--- config.mk ---
export PLATFORM = sky130hd
export DESIGN_NAME = alu_issue_ctrl_flat
export DESIGN_NICKNAME = d
export VERILOG_FILES = /design/src/rtl/alu_pkg.sv /design/src/rtl/alu_issue_ctrl_if.sv /design/src/rtl/alu_op_decode.sv /design/src/rtl/alu_issue_ctrl.sv /design/src/flat_wrapper.sv
export SDC_FILE = /design/constraint.sdc
export NUM_CORES = 1
export LEC_CHECK = 0
export BUFFER_PORTS_ARGS = -buffer_cell sky130_fd_sc_hd__buf_2
export CAP_MARGIN = 20
export CORE_UTILIZATION = 40
export DETAILED_ROUTE_END_ITERATION = 16
export PLACE_DENSITY = 0.72
export SLEW_MARGIN = 20
export SYNTH_ARGS = -nofsm -noshare
export SYNTH_HDL_FRONTEND = slang
export SYNTH_HIERARCHICAL = 1
export SYNTH_SLANG_ARGS = --single-unit
--- constraint.sdc ---
create_clock -name clk -period 8.62 [get_ports clk]
set_input_delay 1.724 -clock clk [delete_from_list [all_inputs] [get_ports clk]]
set_output_delay 1.724 -clock clk [all_outputs]
set_load 0.005 [all_outputs]
--- src/rtl/alu_pkg.sv ---
// Shared types for the execute-stage issue controller: ALU select codes,
// accepted opcodes and the issue FSM states.
package alu_pkg;

    localparam logic [6:0] OPC_OP    = 7'h33;
    localparam logic [6:0] OPC_OPIMM = 7'h13;

    localparam logic [6:0] F7_BASE   = 7'h00;
    localparam logic [6:0] F7_ALT    = 7'h20;
    localparam logic [6:0] F7_MULDIV = 7'h01;

    typedef enum logic [4:0] {
        ALU_ADD    = 5'h00,
        ALU_SUB    = 5'h01,
        ALU_SLL    = 5'h02,
        ALU_SLT    = 5'h03,
        ALU_SLTU   = 5'h04,
        ALU_XOR    = 5'h05,
        ALU_SRL    = 5'h06,
        ALU_SRA    = 5'h07,
        ALU_OR     = 5'h08,
        ALU_AND    = 5'h09,
        ALU_DIV    = 5'h12,
        ALU_DIVU   = 5'h13,
        ALU_REM    = 5'h14,
        ALU_REMU   = 5'h15,
        ALU_MULHU  = 5'h18,
        ALU_MULHSU = 5'h19,
        ALU_MUL    = 5'h1E,
        ALU_MULH   = 5'h1F
    } alu_op_e;

    typedef enum logic [2:0] {
        ST_IDLE,
        ST_EXEC,
        ST_LAUNCH,
        ST_WAIT_BUSY,
        ST_WAIT_DONE,
        ST_RESULT
    } issue_state_e;

    function automatic logic is_shift(input alu_op_e op);
        return (op == ALU_SLL) || (op == ALU_SRL) || (op == ALU_SRA);
    endfunction

endpackage

--- src/rtl/alu_issue_ctrl_if.sv ---
// Issue, ALU-side and writeback signals of the issue controller.
// Handshakes: a transfer happens on a rising edge where valid && ready; valid
// never waits on ready, and payload is held stable while valid && !ready.
interface alu_issue_ctrl_if;

    logic        in_valid;
    logic        in_ready;
    logic [6:0]  opcode;
    logic [2:0]  funct3;
    logic [6:0]  funct7;
    logic [31:0] rs1_data;
    logic [31:0] rs2_data;
    logic [31:0] imm;
    logic [4:0]  rd_addr;

    logic [31:0] alu_dataA;
    logic [31:0] alu_dataB;
    logic [4:0]  alu_sel;
    logic        alu_rst;
    logic [31:0] alu_dataD;
    logic        alu_ready;

    logic        out_valid;
    logic        out_ready;
    logic [4:0]  out_rd;
    logic [31:0] out_data;
    logic        illegal;

    modport master (
        input  in_valid, opcode, funct3, funct7, rs1_data, rs2_data, imm, rd_addr,
        input  alu_dataD, alu_ready, out_ready,
        output in_ready, alu_dataA, alu_dataB, alu_sel, alu_rst,
        output out_valid, out_rd, out_data, illegal
    );

    modport slave (
        output in_valid, opcode, funct3, funct7, rs1_data, rs2_data, imm, rd_addr,
        output alu_dataD, alu_ready, out_ready,
        input  in_ready, alu_dataA, alu_dataB, alu_sel, alu_rst,
        input  out_valid, out_rd, out_data, illegal
    );

endinterface

--- src/rtl/alu_op_decode.sv ---
// Combinational map from opcode/funct3/funct7 to the ALU select code, plus
// flags for multi-cycle ops, immediate operand and legality.
module alu_op_decode
    import alu_pkg::*;
(
    input  logic [6:0] opcode,
    input  logic [2:0] funct3,
    input  logic [6:0] funct7,
    output alu_op_e    sel,
    output logic       is_mul_div,
    output logic       use_imm,
    output logic       legal
);

    alu_op_e base_sel;

    always_comb begin
        case (funct3)
            3'd0:    base_sel = ALU_ADD;
            3'd1:    base_sel = ALU_SLL;
            3'd2:    base_sel = ALU_SLT;
            3'd3:    base_sel = ALU_SLTU;
            3'd4:    base_sel = ALU_XOR;
            3'd5:    base_sel = ALU_SRL;
            3'd6:    base_sel = ALU_OR;
            default: base_sel = ALU_AND;
        endcase
    end

    always_comb begin
        sel        = base_sel;
        is_mul_div = 1'b0;
        use_imm    = 1'b0;
        legal      = 1'b0;
        if (opcode == OPC_OP) begin
            if (funct7 == F7_MULDIV) begin
                legal      = 1'b1;
                is_mul_div = 1'b1;
                case (funct3)
                    3'd0:    sel = ALU_MUL;
                    3'd1:    sel = ALU_MULH;
                    3'd2:    sel = ALU_MULHSU;
                    3'd3:    sel = ALU_MULHU;
                    3'd4:    sel = ALU_DIV;
                    3'd5:    sel = ALU_DIVU;
                    3'd6:    sel = ALU_REM;
                    default: sel = ALU_REMU;
                endcase
            end else if (funct7 == F7_BASE) begin
                legal = 1'b1;
            end else if (funct7 == F7_ALT) begin
                // Only SUB and SRA have an alternate-funct7 encoding.
                if (funct3 == 3'd0) begin
                    legal = 1'b1;
                    sel   = ALU_SUB;
                end else if (funct3 == 3'd5) begin
                    legal = 1'b1;
                    sel   = ALU_SRA;
                end
            end
        end else if (opcode == OPC_OPIMM) begin
            use_imm = 1'b1;
            if (funct3 == 3'd1) begin
                legal = (funct7 == F7_BASE);
            end else if (funct3 == 3'd5) begin
                if (funct7 == F7_BASE) begin
                    legal = 1'b1;
                end else if (funct7 == F7_ALT) begin
                    legal = 1'b1;
                    sel   = ALU_SRA;
                end
            end else begin
                legal = 1'b1;
            end
        end
    end

endmodule

--- src/rtl/alu_issue_ctrl.sv ---
// Execute-stage issue controller: latches one instruction, drives the ALU,
// waits out multi-cycle ops and hands the result to writeback.
module alu_issue_ctrl
    import alu_pkg::*;
(
    input  logic             clk,
    input  logic             rst,
    alu_issue_ctrl_if.master bus,
    output issue_state_e     fsm_state
);

    issue_state_e state;
    alu_op_e      dec_sel;
    alu_op_e      sel_q;
    logic         dec_mul_div;
    logic         dec_use_imm;
    logic         dec_legal;
    logic         in_ready_q;
    logic         out_valid_q;
    logic         alu_rst_q;
    logic         illegal_q;
    logic [31:0]  data_a_q;
    logic [31:0]  data_b_q;
    logic [31:0]  out_data_q;
    logic [4:0]   out_rd_q;
    logic         accept;
    logic [31:0]  operand_b;

    alu_op_decode u_decode (
        .opcode     (bus.opcode),
        .funct3     (bus.funct3),
        .funct7     (bus.funct7),
        .sel        (dec_sel),
        .is_mul_div (dec_mul_div),
        .use_imm    (dec_use_imm),
        .legal      (dec_legal)
    );

    assign accept = bus.in_valid && in_ready_q;

    always_comb begin
        operand_b = bus.rs2_data;
        if (dec_use_imm) begin
            operand_b = is_shift(dec_sel) ? {27'b0, bus.imm[4:0]} : bus.imm;
        end
    end

    always_ff @(posedge clk or posedge rst) begin
        if (rst) begin
            state       <= ST_IDLE;
            in_ready_q  <= 1'b1;
            out_valid_q <= 1'b0;
            alu_rst_q   <= 1'b0;
            illegal_q   <= 1'b0;
            data_a_q    <= '0;
            data_b_q    <= '0;
            sel_q       <= ALU_ADD;
            out_data_q  <= '0;
            out_rd_q    <= '0;
        end else begin
            alu_rst_q <= 1'b0;
            illegal_q <= 1'b0;
            case (state)
                ST_IDLE: begin
                    if (accept) begin
                        if (!dec_legal) begin
                            illegal_q <= 1'b1;
                        end else begin
                            data_a_q   <= bus.rs1_data;
                            data_b_q   <= operand_b;
                            sel_q      <= dec_sel;
                            out_rd_q   <= bus.rd_addr;
                            in_ready_q <= 1'b0;
                            if (dec_mul_div) begin
                                alu_rst_q <= 1'b1;
                                state     <= ST_LAUNCH;
                            end else begin
                                state <= ST_EXEC;
                            end
                        end
                    end
                end
                ST_EXEC: begin
                    out_data_q  <= bus.alu_dataD;
                    out_valid_q <= 1'b1;
                    state       <= ST_RESULT;
                end
                ST_LAUNCH: state <= ST_WAIT_BUSY;
                // A ready still high right after launch is stale; wait for it to drop.
                ST_WAIT_BUSY: begin
                    if (!bus.alu_ready) state <= ST_WAIT_DONE;
                end
                ST_WAIT_DONE: begin
                    if (bus.alu_ready) begin
                        out_data_q  <= bus.alu_dataD;
                        out_valid_q <= 1'b1;
                        state       <= ST_RESULT;
                    end
                end
                ST_RESULT: begin
                    if (bus.out_ready) begin
                        out_valid_q <= 1'b0;
                        in_ready_q  <= 1'b1;
                        state       <= ST_IDLE;
                    end
                end
                default: state <= ST_IDLE;
            endcase
        end
    end

    assign bus.in_ready  = in_ready_q;
    assign bus.alu_dataA = data_a_q;
    assign bus.alu_dataB = data_b_q;
    assign bus.alu_sel   = sel_q;
    assign bus.alu_rst   = alu_rst_q;
    assign bus.out_valid = out_valid_q;
    assign bus.out_rd    = out_rd_q;
    assign bus.out_data  = out_data_q;
    assign bus.illegal   = illegal_q;
    assign fsm_state     = state;

endmodule

--- src/flat_wrapper.sv ---
// flat-port wrapper written by rule: the top's interface ports become plain ports
module alu_issue_ctrl_flat import alu_pkg::*;
  (clk, rst, fsm_state, bus_in_valid, bus_opcode, bus_funct3, bus_funct7, bus_rs1_data, bus_rs2_data, bus_imm, bus_rd_addr, bus_alu_dataD, bus_alu_ready, bus_out_ready, bus_in_ready, bus_alu_dataA, bus_alu_dataB, bus_alu_sel, bus_alu_rst, bus_out_valid, bus_out_rd, bus_out_data, bus_illegal);
  alu_issue_ctrl_if bus_i ();
  input  logic clk;
  input  logic rst;
  output issue_state_e fsm_state;
  input wire logic [$bits(bus_i.in_valid)-1:0] bus_in_valid;
  input wire logic [$bits(bus_i.opcode)-1:0] bus_opcode;
  input wire logic [$bits(bus_i.funct3)-1:0] bus_funct3;
  input wire logic [$bits(bus_i.funct7)-1:0] bus_funct7;
  input wire logic [$bits(bus_i.rs1_data)-1:0] bus_rs1_data;
  input wire logic [$bits(bus_i.rs2_data)-1:0] bus_rs2_data;
  input wire logic [$bits(bus_i.imm)-1:0] bus_imm;
  input wire logic [$bits(bus_i.rd_addr)-1:0] bus_rd_addr;
  input wire logic [$bits(bus_i.alu_dataD)-1:0] bus_alu_dataD;
  input wire logic [$bits(bus_i.alu_ready)-1:0] bus_alu_ready;
  input wire logic [$bits(bus_i.out_ready)-1:0] bus_out_ready;
  output wire logic [$bits(bus_i.in_ready)-1:0] bus_in_ready;
  output wire logic [$bits(bus_i.alu_dataA)-1:0] bus_alu_dataA;
  output wire logic [$bits(bus_i.alu_dataB)-1:0] bus_alu_dataB;
  output wire logic [$bits(bus_i.alu_sel)-1:0] bus_alu_sel;
  output wire logic [$bits(bus_i.alu_rst)-1:0] bus_alu_rst;
  output wire logic [$bits(bus_i.out_valid)-1:0] bus_out_valid;
  output wire logic [$bits(bus_i.out_rd)-1:0] bus_out_rd;
  output wire logic [$bits(bus_i.out_data)-1:0] bus_out_data;
  output wire logic [$bits(bus_i.illegal)-1:0] bus_illegal;
  assign bus_i.in_valid = bus_in_valid;
  assign bus_i.opcode = bus_opcode;
  assign bus_i.funct3 = bus_funct3;
  assign bus_i.funct7 = bus_funct7;
  assign bus_i.rs1_data = bus_rs1_data;
  assign bus_i.rs2_data = bus_rs2_data;
  assign bus_i.imm = bus_imm;
  assign bus_i.rd_addr = bus_rd_addr;
  assign bus_i.alu_dataD = bus_alu_dataD;
  assign bus_i.alu_ready = bus_alu_ready;
  assign bus_i.out_ready = bus_out_ready;
  assign bus_in_ready = bus_i.in_ready;
  assign bus_alu_dataA = bus_i.alu_dataA;
  assign bus_alu_dataB = bus_i.alu_dataB;
  assign bus_alu_sel = bus_i.alu_sel;
  assign bus_alu_rst = bus_i.alu_rst;
  assign bus_out_valid = bus_i.out_valid;
  assign bus_out_rd = bus_i.out_rd;
  assign bus_out_data = bus_i.out_data;
  assign bus_illegal = bus_i.illegal;
  alu_issue_ctrl u_core (.clk(clk), .rst(rst), .bus(bus_i), .fsm_state(fsm_state));
endmodule
Word-level counts from Yosys, hierarchy flattened

Index checks and enable logic that the tools add are counted.

Output and inout port bits: 113
Word-level logic and storage cells: 100
Bits in registers: 113
Bits of input ports: 155

Muxes and demuxes: 53
Eq/ne operators: 23
Reduce and logical (&&, ||, !) cells: 14

Operators with widths:

| cell                                                   | count |
|---|---|
| two-way mux 32 bit                                     | 3 |
| case mux 32 bit (2 select lines)                       | 1 |
| case mux 4 bit (7 select lines)                        | 2 |
| two-way mux 5 bit                                      | 11 |
| two-way mux 1 bit                                      | 27 |
| case mux 3 bit (6 select lines)                        | 1 |
| == test 3 bit (second input constant)                  | 5 |
| two-way mux 3 bit                                      | 5 |
| == test 7 x 6 -> 1 bit (second input constant)         | 2 |
| == test 3 x 2 -> 1 bit (second input constant)         | 4 |
| == test 5 x 3 -> 1 bit (second input constant)         | 2 |
| == test 7 x 1 -> 1 bit (second input constant)         | 1 |
| == test 7 x 5 -> 1 bit (second input constant)         | 1 |
| logical NOT 7 bit                                      | 1 |
| == test 3 x 1 -> 1 bit (second input constant)         | 2 |
| logical NOT 3 bit                                      | 2 |
| inequality test 2 bit (second input constant)          | 3 |
| AND reduction 3 bit                                    | 2 |
| == test 5 x 2 -> 1 bit (second input constant)         | 1 |
| AND reduction 5 bit                                    | 1 |
| inequality test 2 x 1 -> 1 bit (second input constant) | 2 |
| AND reduction 4 bit                                    | 1 |
| nonzero test 2 bit                                     | 2 |
| case mux 1 bit (3 select lines)                        | 1 |
| other kinds (6)                                        | 7 |

Longest topological paths before layout

Gate-level depths: netlist of run 1.

Depth in word-level cells: 13
Mapped depth: 13
Depth with buffers taken out: 8

Modules after synthesis

Netlist of run 1, hierarchy kept.

Modules (own cells, without submodules):

| module         | sequential area each (sq um) | instances | area an instance (sq um) | cells each |
|---|---|---|---|---|
| alu_issue_ctrl | 2829.0                       | 1         | 4837.1                   | 378 |
| alu_op_decode  | 0.0                          | 1         | 330.3                    | 45 |

Least setup slack after synthesis of run 1

No wires, ideal clock.

Kind: input -> register
From: in bus_funct7[4]
To: reg u_core.data_a_q[10], in the netlist u_core/bus.alu_dataA[10]
Buffers on the path: 3
Path slack: 4630 ps
Required time: 8495 ps
Stages: 11
Setup time: 125 ps
Arrival: 3865 ps
Cell sequence: or4_4 -> nor3_2 -> a21oi_1 -> o21a_1 -> a21oi_2 -> and3_1 -> buf_2 -> and2_1 -> buf_4 -> buf_6 -> mux2_2

Cells in the longest elaborated chain, start to end: 8
Elaborated cells on any way between the ends: 13
Classes of those cells: eq/ne (2); mux (9); reduce/logical (2)

Ends and longest elaborated chain:

| what                                   | line                                     | source |
|---|---|---|
| from (decl)                            | flat_wrapper.sv:11                       | `input wire logic [$bits(bus_i.funct7)-1:0] bus_funct7;` |
| == test 7 x 6 -> 1 bit                 | alu_op_decode.sv:51, alu_op_decode.sv:68 |  |
| two-way mux 1 bit                      | alu_op_decode.sv:68                      | `end else if (funct7 == F7_ALT) begin` |
| two-way mux 1 bit                      | alu_op_decode.sv:66                      | `if (funct7 == F7_BASE) begin` |
| two-way mux 1 bit                      | alu_op_decode.sv:65                      | `end else if (funct3 == 3'd5) begin` |
| two-way mux 1 bit                      | alu_op_decode.sv:63                      | `if (funct3 == 3'd1) begin` |
| two-way mux 1 bit                      | alu_op_decode.sv:61                      | `end else if (opcode == OPC_OPIMM) begin` |
| two-way mux 1 bit *                    | alu_op_decode.sv:35                      | `if (opcode == OPC_OP) begin` |
| named net u_core.dec_legal             | alu_issue_ctrl.sv:17                     | `logic dec_legal;` |
| AND reduction 3 bit (no source line) * | -                                        |  |
| to (signal assigned)                   | alu_issue_ctrl.sv:69                     | `data_a_q <= bus.rs1_data;` |
| to (decl)                              | alu_issue_ctrl.sv:22                     | `logic [31:0] data_a_q;` |

The timed path passes the listed nets; every way through them passes the cells marked *.
A chain may end at the register's enable or synchronous reset.

Final worst setup path of run 1

From: in bus_funct7[4]
To: reg u_core.data_a_q[19], in the netlist u_core/bus.alu_dataA[19]

The elaborated chain is that of the path after synthesis.

==> reports/results.ini, run 1 <==
[status]
status = finished clean

[timing]
clock_skew_ns = 0.0122
clock.fmax_ghz = 0.242
relSlewSlack = 0.460
slew_viol_final = 0
setup_tns_ns = 0
worst_pin_slew_ns = 0.810
period_share = 0.479
fin_hold_ws_ns = 0.482
rsz0062_at_grt = no
finalHoldViolCount = 0
post-route-min-period_ns = 4.13
setup_viol = 0
layout_setup_ws_ns = 4.49

[drt]
viasPerCell = 5.11
vias = 4414
drc = 0
routed_wl_mm = 14.0
drt_first_pass_iters = 4
first_iter_violations = 236
routedWlPerCell_microns = 16.2
ant_nets = 0

[grt]
antenna_found_initial = 1
grt_pass1_wl_mm = 21.1
grt_pass1_vias = 4276
grt-ovfl-total = 0
grt_max_degree = 87
grt.total_usage = 0.208

[job]
cap_viol_max_count = 0

[cts]
cts_buffer_depth = 2
clkLatencyLatePin_ns = 0.41
cts_resized = 0
numCtsBuffers = 17
root_buffer = clkbuf_16
cts_tree = yes
cts.sink_count = 113
cts_hold_buf = 0
cts-htree-levels = 4
path_clk_slew_ns = 0.05
cts_setup_buffers = 0

[synthesis]
syn_avg_cell_area_sq_um = 12.2
syn_area_sq_um = 5170
syn-instance-count = 423
synth_seq_cells = 113
ys_types = 49
synth_warnings = 6
ys_seq_area_frac = 0.547
synth_nets = 578

[floorplanning]
core.rowCount = 41
die_w_microns = 116
dieHeight_microns = 116
die_area_sq_um = 13400
core_area_sq_um = 12600
start_util = 0.409
pin_count = 268

[place]
dp_slack_ns = 4.03
portBuffers = 267
hpwl_mm = 9.98
place_congestion = 0.823
dp.cells = 830

[setup_path]
required_ns = 8.91
end_kind = register
critPathArrivalTime_ns = 4.42
worst-path-max-fanout = 69
critical_path_class = input pin to register
start_kind = input pin

[cells_and_area]
area_growth_syn_to_layout_pct = 39.9
final_cell_mix = buf_2 (267), dfrtp_1 (112), mux2_2 (67)
layout_commonest_cell = buf_2
layout.cells.non_filler = 864
drive_gt1_frac = 0.570
nets = 833

[worst_hold_path]
hold_path_class = register to register

[pwr]
vdd_drop_max_mv = 0.0986
leakage_nw = 3.74
power.density_nw_per_um2 = 254

worst max-delay path, stage by stage:
cell     delay [ns]
buf_2          0.10
or4_4          0.56
nor3_2         0.20
a21oi_1        0.11
o21a_1         0.18
a21oi_2        0.14
and3_1         0.19
and2_2         0.14
buf_4          0.59
mux2_2         0.42
metrics by stage:
step / utilization / area (sq um) / power [W]
floorplan: - / 5170 / 0.000930
global placement: 0.520 / 6560 / 0.00109
detailed placement: 0.520 / 6560 / 0.00110
CTS: 0.570 / 7200 / 0.00186
global route: 0.573 / 7230 / 0.00194
finish: 0.573 / 7230 / 0.00183
worst paths after layout:
kind | start | to | slack (ns) | depth (start not counted)
max | bus_funct7[4] | u_core/bus.alu_dataA[19]$_DFFE_PP0P_ | 4.49 | 10
min | u_core/bus.alu_dataA[4]$_DFFE_PP0P_ | u_core/bus.alu_dataA[4]$_DFFE_PP0P_ | 0.48 | 1
min reg2reg | u_core/bus.alu_dataA[4]$_DFFE_PP0P_ | u_core/bus.alu_dataA[4]$_DFFE_PP0P_ | 0.48 | 1
min in group asynchronous | rst | u_core/bus.out_data[31]$_DFFE_PP0P_ | 1.29 | 2
max reg2reg | u_core/fsm_state[0]$_DFFE_PP0P_ | u_core/bus.alu_dataA[19]$_DFFE_PP0P_ | 6.51 | 4
max in group asynchronous | rst | u_core/bus.alu_dataB[18]$_DFFE_PP0P_ | 6.26 | 3
power by group:
part           switching [W]  leakage [nW]  internal, W
Sequential         0.0000608          1.49     0.000632
Clock               0.000244         0.305     0.000498
Combinational       0.000179          1.94     0.000221
Total               0.000484          3.74      0.00135
registers in the layout (all words and copies together) (netlist names):
| register | flops |
|---|---|
| u_core/fsm_state | 3 |
| u_core/bus.alu_dataB | 32 |
| u_core/bus.alu_sel | 5 |
| u_core/bus.alu_rst | 1 |
| u_core/bus.out_rd | 5 |
| u_core/bus.out_valid | 1 |
| u_core/bus.in_ready | 1 |
| u_core/bus.alu_dataA | 32 |
| u_core/bus.out_data | 32 |
| u_core/bus.illegal | 1 |
Yosys cell counts, drive strengths merged:
cell       n  share of area
mux2      74           0.16
nand3b     1         0.0015
clkbuf    18          0.013
and3       4         0.0061
o21a       1         0.0015
and4b      1         0.0022
dfstp      1         0.0051
a31oi     28          0.034
dfrtp    112           0.54
or4        1         0.0022
a32o       1         0.0019
nor2       9         0.0085
nor2b      3         0.0036
nor3       4         0.0070
a31o       1         0.0017
a211oi     3         0.0053
a311oi     1         0.0017
nand2b    32          0.039
and2b      1         0.0017
a21oi     44          0.044
or3b       1         0.0017
nand2      3         0.0022
inv        4         0.0029
o2111ai    1         0.0017
a22oi      2         0.0029
and4bb     1         0.0024
nand3      7         0.0077
xnor2      2         0.0034
mux2i      6          0.012
o21ai      4         0.0039
a22o       2         0.0034
and2       3         0.0036
a2bb2oi    1         0.0029
buf       19          0.027
o211ai    27          0.039
logic make-up (layout without fill, tap and decap cells):
family,Yosys count,in the layout,synth area share
xor+xnor,2,2,0.00339
compound gates,116,116,0.144
mux,80,80,0.173
buf+inv,41,309,0.0431
simple gates,71,71,0.0891
flops,113,113,0.547
other cells,0,1,0
per-layer routing:
layer / part of all wire / vias to the layer above / GRT usage
met5: 0 / - / 0
met4: 0.023 / 0 / 0.0957
met3: 0.075 / 23 / 0.0706
met2: 0.51 / 188 / 0.367
met1: 0.39 / 2136 / 0.227
li1: - / 2067 / -
layout make-up:
cell class                      count  area (sq um)
Fill cell                        1072          5390
Sequential cell                   113          2830
Multi-Input combinational cell    269          2130
Timing Repair Buffer              273          1400
Clock buffer                       19           453
Tap cell                          172           215
Clock inverter                     13           184
Inverter                            4          17.5
Antenna cell                        1          2.50
Power figures use the tool's default switching activity.
==> inputs of run 2 (changes only) <==
--- a/config.mk
+++ b/config.mk
@@ -9,7 +9,7 @@
 export CAP_MARGIN = 20
 export CORE_UTILIZATION = 40
 export DETAILED_ROUTE_END_ITERATION = 16
-export PLACE_DENSITY = 0.72
+export PLACE_DENSITY = 0.75
 export SLEW_MARGIN = 20
 export SYNTH_ARGS = -nofsm -noshare
 export SYNTH_HDL_FRONTEND = slang
==> constraint.sdc (replaced) <==
create_clock -name clk -period 3.7 [get_ports clk]
set_input_delay 0.74 -clock clk [delete_from_list [all_inputs] [get_ports clk]]
set_output_delay 0.74 -clock clk [all_outputs]
set_load 0.005 [all_outputs]
==> run 2 against run 1 <==
  * Worst setup slack worse by 3.7 ns
  * Largest power group is now registers
  * Register-to-register slack worse by 5.0 ns
  * Clock skew down 0.0037 ns
  * Via count down 0.84%
  * Die area unchanged
  * Wire length down 1.1%
  * Hold slack worse by 0.18 ns
  * Critical path depth down 1
  * Non-clock buffer count up 2
  * Core utilization down 0.34 points
  * Cell count up 0.12%
  * Combinational power up 130%
==> reports/results.ini, run 2 (synthesis results as in run 1) <==
[status]
status = finished clean

[floorplanning]
pin_count = 268
die_w_microns = 116
start_util = 0.409
core_area_sq_um = 12600
die_area_sq_um = 13400
dieHeight_microns = 116
core.rowCount = 41

[pwr]
vdd_drop_max_mv = 0.224
leakage_nw = 3.71
p_sw_frac = 0.278
power.density_nw_per_um2 = 574
clkPwrFrac = 0.386
p_int_w = 0.00298
p_total_w = 0.00413
pwr-share-seq = 0.390
p_sw_w = 0.00115
power_frac_comb = 0.224

[cts]
cts.sink_count = 113
cts_setup_buffers = 0
root_buffer = clkbuf_16
cts-htree-levels = 4
cts_resized = 0
clkLatencyLatePin_ns = 0.40
cts_hold_buf = 0
path_clk_slew_ns = 0.06
numCtsBuffers = 17
cts_tree = yes
cts_buffer_depth = 2

[grt]
grt-ovfl-total = 0
grt_max_degree = 62
grt_pass1_vias = 4177
grt_pass1_wl_mm = 20.9
grt.total_usage = 0.205
antenna_found_initial = 1

[cells_and_area]
area_growth_syn_to_layout_pct = 39.1
seq_area_sq_um = 2830
drive_gt1_frac = 0.570
fillCellCount = 1102
layout.cells.non_filler = 865
nets = 835
multi_input_area_sq_um = 2130
finish.utilization = 0.570
final_cell_mix = buf_2 (267), dfrtp_1 (112), mux2_2 (67)
layout_commonest_cell = buf_2
n_antenna_cell = 0

[setup_path]
required_ns = 3.98
r2r_cells = 3
end_kind = register
rrSetupSlack_ns = 1.53
r2r-start = u_core/fsm_state[2]$_DFFE_PP0P_
critPathArrivalTime_ns = 3.16
r2r_end = u_core/bus.out_data[20]$_DFFE_PP0P_
start_kind = input pin
worst-path-max-fanout = 27
critical_path_class = input pin to register

[drt]
routed_wl_mm = 13.9
routedWlPerCell_microns = 16.0
drt_first_pass_iters = 4
drc = 0
first_iter_violations = 255
viasPerCell = 5.06
ant_nets = 0
vias = 4377

[job]
cap_viol_max_count = 0

[timing]
slew_viol_final = 0
worst_pin_slew_ns = 0.965
clock_skew_ns = 0.00854
fin_hold_ws_ns = 0.300
setup_viol = 0
post-route-min-period_ns = 2.89
relSlewSlack = 0.355
period_share = 0.780
rsz0062_at_grt = no
clock.fmax_ghz = 0.347
finalHoldViolCount = 0
setup_tns_ns = 0

[place]
hpwl_mm = 10.1
dp.cells = 833
portBuffers = 267
place_congestion = 0.858

[worst_hold_path]
hold_path_class = input pin to asynchronous set/reset pin

==> run 2: cell types whose count changed in the layout (fill, tap and decap cells not counted), sizes merged <==
cell	delta
inv	+3
buf	+2
bufinv	-2
clkinv	-2
clkinvlp	+2
clkbuf	-1
diode	-1
==> run 2: critical path, cell delays in order <==
cell	delay (ns)
buf_2	0.09
or4_4	0.55
nor2_4	0.15
and3_4	0.25
nor2_2	0.05
mux2i_1	0.18
or3b_2	0.74
o211ai_1	0.28
a31oi_1	0.11
==> run 2: how the worst max path moves through the flow <==
| stage | startpoint | endpoint | slack [ns] | cells after the start |
|---|---|---|---|---|
| floorplan | bus_funct7[4] | u_core/bus.alu_dataA[10]$_DFFE_PP0P_ | 0.69 | 11 |
| global placement | bus_funct7[4] | u_core/bus.alu_dataB[24]$_DFFE_PP0P_ | 0.47 | 9 |
| detailed placement | bus_funct7[4] | u_core/bus.alu_dataB[17]$_DFFE_PP0P_ | 0.39 | 9 |
| CTS | bus_funct7[4] | u_core/bus.alu_dataB[17]$_DFFE_PP0P_ | 0.82 | 9 |
| global route | bus_funct7[4] | u_core/bus.alu_dataB[30]$_DFFE_PP0P_ | 0.68 | 9 |
| finish | bus_funct7[4] | u_core/bus.alu_dataB[7]$_DFFE_PP0P_ | 0.81 | 9 |
==> run 2: routing by layer <==
| layer | share of wire | global-route usage | vias to the layer above |
|---|---|---|---|
| met1 | 0.40 | 0.230 | 2097 |
| met3 | 0.070 | 0.0638 | 27 |
| met2 | 0.51 | 0.359 | 181 |
| met5 | 0.00094 | 0 | - |
| met4 | 0.020 | 0.0889 | 2 |
| li1 | - | - | 2070 |
==> run 2: cell type report <==
cell class,count,share of cell area
multi-input cells,269,0.297
clock buffers,18,0.0597
well taps,172,0.0299
flip-flops and latches,113,0.394
inverters,4,0.00261
clock inverters,14,0.0212
repair buffers,275,0.196
==> run 2: metrics by stage <==
stage          worst slack (ns)  instance area, sq um
3_5_place_dp              0.387                  6610
2_1_floorplan             0.694                  5170
4_1_cts                   0.816                  7190
6_report                  0.815                  7190
3_3_place_gp              0.473                  6610
5_1_grt                   0.677                  7190
==> run 2: power by group through the flow <==
stage / registers (W) / clock network [W] / logic [W]
after global routing: 0.00164 / 0.00169 / 0.00104
after floorplan: 0.00163 / 0 / 0.000537
after detailed placement: 0.00163 / 0 / 0.000939
after global placement: 0.00162 / 0 / 0.000910
after CTS: 0.00161 / 0.00162 / 0.000940
final: 0.00161 / 0.00159 / 0.000926
